<file path="config.mk">
export PLATFORM = sky130hd
export DESIGN_NAME = abc_handshake_ctrl
export DESIGN_NICKNAME = d
export VERILOG_FILES = /design/src/rtl/abc_handshake_ctrl.sv
export SDC_FILE = /design/constraint.sdc
export NUM_CORES = 1
export LEC_CHECK = 0
export CORE_MARGIN = 2
export CORE_UTILIZATION = 45
export DETAILED_ROUTE_END_ITERATION = 7
export GPL_TIMING_DRIVEN = 0
export PLACE_DENSITY = 0.74
export SLEW_MARGIN = 20
export SYNTH_ARGS = -nofsm -noshare
export SYNTH_HDL_FRONTEND = slang
export SYNTH_SLANG_ARGS = --single-unit
</file>
<file path="constraint.sdc">
create_clock -name clk -period 3.5 [get_ports clk]
set_clock_uncertainty 0.05 [all_clocks]
set_input_delay 0.525 -clock clk [delete_from_list [all_inputs] [get_ports clk]]
set_output_delay 0.525 -clock clk [all_outputs]
set_load 0.005 [all_outputs]
</file>
<file path="src/rtl/abc_handshake_ctrl.sv">
// Initiator-side sequencer for the a/b/c handshake: drive request a, wait for
// acknowledge b within a bounded window, then drive data strobe c.
module abc_handshake_ctrl #(
  parameter int MAX_A_LEN = 2,
  parameter int MAX_WAIT  = 3,
  parameter int MAX_C_LEN = 2,
  parameter int CNT_W     = 2
) (
  input  logic             clk,
  input  logic             rst,
  input  logic             start,
  input  logic [CNT_W-1:0] a_len,
  input  logic [CNT_W-1:0] c_len,
  input  logic             b,
  output logic             a,
  output logic             c,
  output logic             busy,
  output logic             done,
  output logic             timeout,
  output logic [CNT_W-1:0] ack_lat
);

  typedef enum logic [1:0] {IDLE, REQ, WAIT, DATA} state_t;

  localparam logic [CNT_W-1:0] A_MAX = CNT_W'(MAX_A_LEN);
  localparam logic [CNT_W-1:0] C_MAX = CNT_W'(MAX_C_LEN);
  localparam logic [CNT_W-1:0] W_MAX = CNT_W'(MAX_WAIT);
  localparam logic [CNT_W-1:0] ONE   = CNT_W'(1);

  state_t           state, state_n;
  logic [CNT_W-1:0] cnt, cnt_n;
  logic [CNT_W-1:0] a_len_q, a_len_n;
  logic [CNT_W-1:0] c_len_q, c_len_n;
  logic [CNT_W-1:0] lat_q, lat_n;
  logic             timeout_q, timeout_n;

  // A zero length still produces one cycle; oversized lengths saturate.
  function automatic logic [CNT_W-1:0] clamp_len(input logic [CNT_W-1:0] len,
                                                 input logic [CNT_W-1:0] max);
    if (len == '0)
      return ONE;
    else if (len > max)
      return max;
    else
      return len;
  endfunction

  always_ff @(posedge clk) begin
    if (rst) begin
      state     <= IDLE;
      cnt       <= '0;
      a_len_q   <= '0;
      c_len_q   <= '0;
      lat_q     <= '0;
      timeout_q <= 1'b0;
    end else begin
      state     <= state_n;
      cnt       <= cnt_n;
      a_len_q   <= a_len_n;
      c_len_q   <= c_len_n;
      lat_q     <= lat_n;
      timeout_q <= timeout_n;
    end
  end

  always_comb begin
    state_n   = state;
    cnt_n     = cnt;
    a_len_n   = a_len_q;
    c_len_n   = c_len_q;
    lat_n     = lat_q;
    timeout_n = 1'b0;
    case (state)
      IDLE: begin
        if (start) begin
          a_len_n = clamp_len(a_len, A_MAX);
          c_len_n = clamp_len(c_len, C_MAX);
          cnt_n   = ONE;
          state_n = REQ;
        end
      end
      REQ: begin
        if (cnt == a_len_q) begin
          cnt_n   = ONE;
          state_n = WAIT;
        end else begin
          cnt_n = cnt + ONE;
        end
      end
      WAIT: begin
        // cnt holds the index of the current window cycle, recorded as latency.
        if (b) begin
          lat_n   = cnt;
          cnt_n   = ONE;
          state_n = DATA;
        end else if (cnt == W_MAX) begin
          cnt_n     = '0;
          timeout_n = 1'b1;
          state_n   = IDLE;
        end else begin
          cnt_n = cnt + ONE;
        end
      end
      DATA: begin
        if (cnt == c_len_q) begin
          cnt_n   = '0;
          state_n = IDLE;
        end else begin
          cnt_n = cnt + ONE;
        end
      end
      default: begin
        cnt_n   = '0;
        state_n = IDLE;
      end
    endcase
  end

  assign a       = (state == REQ);
  assign c       = (state == DATA);
  assign busy    = (state != IDLE);
  assign done    = (state == DATA) && (cnt == c_len_q);
  assign timeout = timeout_q;
  assign ack_lat = done ? lat_q : '0;

endmodule

</file>
==> key figures, run 1 <==
Timing
  – Worst hold slack: around 0.44 ns
  – Max Transition Viols Final: 0
  – Worst-margin pin slew: between 0.3 and 0.4 ns
  – Accumulated negative setup slack: 0 ns
  – Hold violation total from the final report: 0
  – Min Clock Period, post-route: around 2.4 ns
  – Period utilization: 68.2%
  – Worst setup slack after layout: roughly 1.1 ns
  – Setup repair after global routing missed its margin: false
  – Slew headroom: 77.3%
  – Maximum achievable frequency: between 400 and 500 MHz
  – Total of endpoints with negative setup slack in the final report: 0

Synth
  – Number of storage elements in the synthesis netlist: 11
  – Unique masters post-synth: 34
  – Multiplexer share of the synthesized area: under 10%
  – Main combinational cell family by area after synthesis: simple AND/OR/NAND/NOR gates
  – Async set-or-reset flop fraction in the synthesized netlist: 0%
  – Library cell occupying the most area in the post-synthesis netlist: sky130_fd_sc_hd__dfxtp_1
  – XOR/XNOR share of the synthesized area: 7.71%
  – Area share of fa/ha/maj cells after synthesis: under 10%
  – Total standard cell area after synthesis: between 600 and 700 sq um
  – Simple-gate share of the synthesized area: about a quarter
  – Syn_area_per_cell: ~10 sq um
  – Most numerous cell in the Yosys netlist: sky130_fd_sc_hd__dfxtp_1
  – Commonest register cell after synthesis: sky130_fd_sc_hd__dfxtp_1
  – Post-Synthesis Cells: 65
  – Total nets after synthesis: 74
  – Ranking of synthesized cells by area: sky130_fd_sc_hd__dfxtp_1 (34%), sky130_fd_sc_hd__xor2_2 (5.0%), sky130_fd_sc_hd__nand3b_1 (3.5%), sky130_fd_sc_hd__nor4_4 (3.3%), sky130_fd_sc_hd__a21oi_1 (3.1%)
  – Number of flops mapped to enable cells by yosys: 0
  – Synth Area in Compound Gates: 19.7%
  – Share of Yosys cell area claimed by the top area cell type: between 30 and 40%
  – Total number of yosys warnings: 0
  – Commonest cells post-synth: sky130_fd_sc_hd__dfxtp_1 (11), sky130_fd_sc_hd__inv_1 (5), sky130_fd_sc_hd__a21oi_1 (4), sky130_fd_sc_hd__nor2_1 (4), sky130_fd_sc_hd__nand3b_1 (3)
  – Sequential element share of the synthesized area: around a third

Drt
  – Final routed wirelength across all metal layers: about 1.2 mm
  – Average vias per placed instance: around 5.3
  – Number of detailed-routing iterations run before antenna repair: 2
  – Remaining design rule violation count: 0
  – Post-DR wirelength/cell: roughly 13 microns
  – Vias: 499
  – Number of nets still failing antenna checks after routing: 0
  – Starting DRC count in detailed routing: 8

Floorplanning
  – Die Y: approximately 42 microns
  – Starting utilization of the core area: between 40% and 50%
  – Die area: between 1500 and 2000 sq um
  – Count of pins on the block boundary: 15
  – Cell row count: 13
  – Area of the core region: between 1000 and 1500 sq um
  – Die W: between 40 and 50 microns

CTS
  – Clock Tree Buf Depth: 2
  – Buffer cell driving the clock tree root: sky130_fd_sc_hd__clkbuf_4
  – Clock slew at the register clock pins of the worst setup and hold paths: 0.07 ns
  – Clock latency at the later pin of the worst-skew pair: roughly 0.27 ns
  – Depth of the CTS H-tree: 1
  – Buffer count from post-CTS setup fixing: 0
  – Post-CTS Hold Buffers: 0
  – Total CTS buffers: 3
  – Number of gates resized after cts: 0
  – Clock tree from TritonCTS: built
  – Num Clock Sinks: 11

Cells and area
  – Relative area change from synthesis to final layout: 22.4%
  – Final std cells w/o fill: 94
  – Layout fillers: 129
  – Number of antenna cells inserted: 0
  – Fraction of final layout cells sized beyond drive strength 1: between 20% and 30%
  – Number of nets in the layout: 89
  – Final standard cell utilization of the core: ~60%
  – Cell area after layout: ~800 sq um

Setup path
  – Critical path, cell by cell: buf_6 > nand2_4 > nor3_2 > and2_1 > clkdlybuf4s50_1
  – Endpoint class of the critical path: output port
  – Kind of launch point of the worst setup path: register
  – Largest stage delay on the critical path: approximately 0.49 ns
  – Crit path max-delay family: buffers and inverters
  – CP Launch Point: state[1]
  – Crit path buffers/inverters: 2
  – Required time worst endpoint: just under 3 ns
  – Slowest cell on the critical path: sky130_fd_sc_hd__clkdlybuf4s50_1
  – Critical path class: reg2out
  – Maximum fanout count along the critical path: 10
  – Critical path arrival: between 1.5 and 2 ns
  – RR Startpoint: cnt[0]

Power
  – Largest voltage drop on the vdd net: 0.289 mV
  – Total power: slightly above 0.4 mW
  – Power per unit of standard cell area: slightly above 500 nW/um^2
  – Leak Pwr: 0.337 nW

GRT
  – Met2 usage in global routing: 22.2%
  – Wire length of the first global-routing pass: 2.06 mm
  – GR Util met3: 4.31%
  – Number of global-route vias before repair: around 450
  – Global-route usage over all layers: roughly 16%
  – GRT Residual Overflow: 0
  – Largest net degree at the start of global routing: 11
  – Top Usage Layer GRT: met2
  – Antenna violations before repair: 0
  – Met1 Resource Use GR: approximately 20%

Run status
  – Run status: completed

Place
  – Gpl congestion: 0.760
  – Placed Area: just under 800 sq um
  – Number of cells after detailed placement: 90
  – HPWL Detailed: around 900 microns
  – Setup WS pre-CTS: 1.40 ns
  – Number of buffer cells added on primary ports: 10

Hold path
  – Hold Path Class: reg2reg
  – Worst min-delay path startpoint: c_len_q[1]

Run
  – Max Cap Violations: 0
-- report_power, final --
part / switching (mW) / internal (mW)
Clock: 0.0442 / 0.0442
Sequential: 0.0220 / 0.143
Combinational: 0.0823 / 0.0769
-- logic make-up after synthesis --
logic type | count (synthesis)
and+or+nand+nor | 22
adders and majority gates | 1
DFF | 11
muxes | 2
AOI/OAI and AO/OA | 16
xor gates and xnor gates | 4
buffers and inverters | 9
-- placed cells by master (no fill, tap or decap) --
cell and count:
sky130_fd_sc_hd__a211oi_2 1, sky130_fd_sc_hd__nor2_1 4, sky130_fd_sc_hd__nand3_1 2, sky130_fd_sc_hd__a311oi_1 2, sky130_fd_sc_hd__clkdlybuf4s50_1 10, sky130_fd_sc_hd__nand2_4 1, sky130_fd_sc_hd__and2_1 2, sky130_fd_sc_hd__nand3b_1 3
sky130_fd_sc_hd__o21bai_1 1, sky130_fd_sc_hd__nand4_1 1, sky130_fd_sc_hd__buf_4 1, sky130_fd_sc_hd__a21oi_1 4, sky130_fd_sc_hd__dfxtp_1 11, sky130_fd_sc_hd__mux2i_1 2, sky130_fd_sc_hd__inv_1 5, sky130_fd_sc_hd__o31ai_2 1
sky130_fd_sc_hd__clkbuf_8 1, sky130_fd_sc_hd__a211oi_1 2, sky130_fd_sc_hd__o221a_2 1, sky130_fd_sc_hd__xor2_2 2, sky130_fd_sc_hd__buf_6 1, sky130_fd_sc_hd__o21a_1 1, sky130_fd_sc_hd__ha_1 1, sky130_fd_sc_hd__nor3_1 1
sky130_fd_sc_hd__xor2_1 2, sky130_fd_sc_hd__clkbuf_1 1, sky130_fd_sc_hd__nor2_4 1, sky130_fd_sc_hd__nand2_1 2, sky130_fd_sc_hd__nor3_2 1, sky130_fd_sc_hd__and2b_1 1, sky130_fd_sc_hd__clkbuf_4 3, sky130_fd_sc_hd__nor4_4 1
sky130_fd_sc_hd__o21ai_0 1, sky130_fd_sc_hd__a31o_2 1, sky130_fd_sc_hd__or3b_1 2, sky130_fd_sc_hd__clkdlybuf4s25_2 1, sky130_fd_sc_hd__o311a_1 1
-- registers in the layout, indices dropped and copies added, names as in the netlist --
signal   cells
a_len_q      2
lat_q        2
state        2
timeout      1
cnt          2
c_len_q      2
-- layer usage --
layer	part of all wire, %	wire, microns	up-vias
met5	0	0	-
met4	1.8	22	0
met3	4.5	55	2
met2	48	584	11
met1	45	548	226
li1	-	-	260
-- cell type report --
class	instances	area [sq um]	share of cell area (%)
inverter	5	18.8	2.36
clock buffer	4	26.3	3.31
buffer	4	42.5	5.35
sequential	11	220	27.7
timing repair buffer	10	100	12.6
tap	15	18.8	2.36
multi-input combinational	45	368	46.3
-- worst paths after layout --
| kind | to | cells past startpoint | slack [ns] |
|---|---|---|---|
| worst max-delay path | ack_lat[1] | 5 | 1.11 |
| worst min-delay path | c_len_q[1] | 2 | 0.44 |
| worst max register to register | state[1] | 4 | 1.93 |
| worst min register to register | c_len_q[1] | 2 | 0.44 |
-- tightest hold or removal path: stages, from the launching register on --
cell and delay, ns:
sky130_fd_sc_hd__dfxtp_1 0.33, sky130_fd_sc_hd__nand2_1 0.06, sky130_fd_sc_hd__a21oi_1 0.05
No activity file was read; power rests on OpenSTA's default activity.
==> inputs of run 2 (changes only) <==
==> constraint.sdc (replaced) <==
create_clock -name clk -period 2.4 [get_ports clk]
set_clock_uncertainty 0.05 [all_clocks]
set_input_delay 0.36 -clock clk [delete_from_list [all_inputs] [get_ports clk]]
set_output_delay 0.36 -clock clk [all_outputs]
set_load 0.005 [all_outputs]
==> results of run 2 <==
Same layout as run 1 (identical final DEF). Status: completed.
Main changes from that run: setup slack after placement 1.40 ns -> 0.464 ns; setup slack after layout 1.11 ns -> 0.180 ns; hold slack 0.437 ns -> 0.293 ns; register-to-register setup slack 1.93 ns -> 0.83 ns; end point of the worst hold path c_len_q[1] -> c_len_q[0]; total power 0.413 mW -> 0.602 mW; worst IR drop on VDD 0.289 mV -> 0.422 mV
==> inputs of run 3 (changes only) <==
--- a/config.mk
+++ b/config.mk
@@ -5,6 +5,7 @@
 export SDC_FILE = /design/constraint.sdc
 export NUM_CORES = 1
 export LEC_CHECK = 0
+export ABC_CLOCK_PERIOD_IN_PS = 2400
 export CORE_MARGIN = 2
 export CORE_UTILIZATION = 45
 export DETAILED_ROUTE_END_ITERATION = 7
==> results of run 3 <==
Same layout as run 1 (identical final DEF). Status: completed.
Main changes from that run: setup slack after placement 1.40 ns -> 0.464 ns; setup slack after layout 1.11 ns -> 0.180 ns; hold slack 0.437 ns -> 0.293 ns; register-to-register setup slack 1.93 ns -> 0.83 ns; end point of the worst hold path c_len_q[1] -> c_len_q[0]; total power 0.413 mW -> 0.602 mW; worst IR drop on VDD 0.289 mV -> 0.422 mV
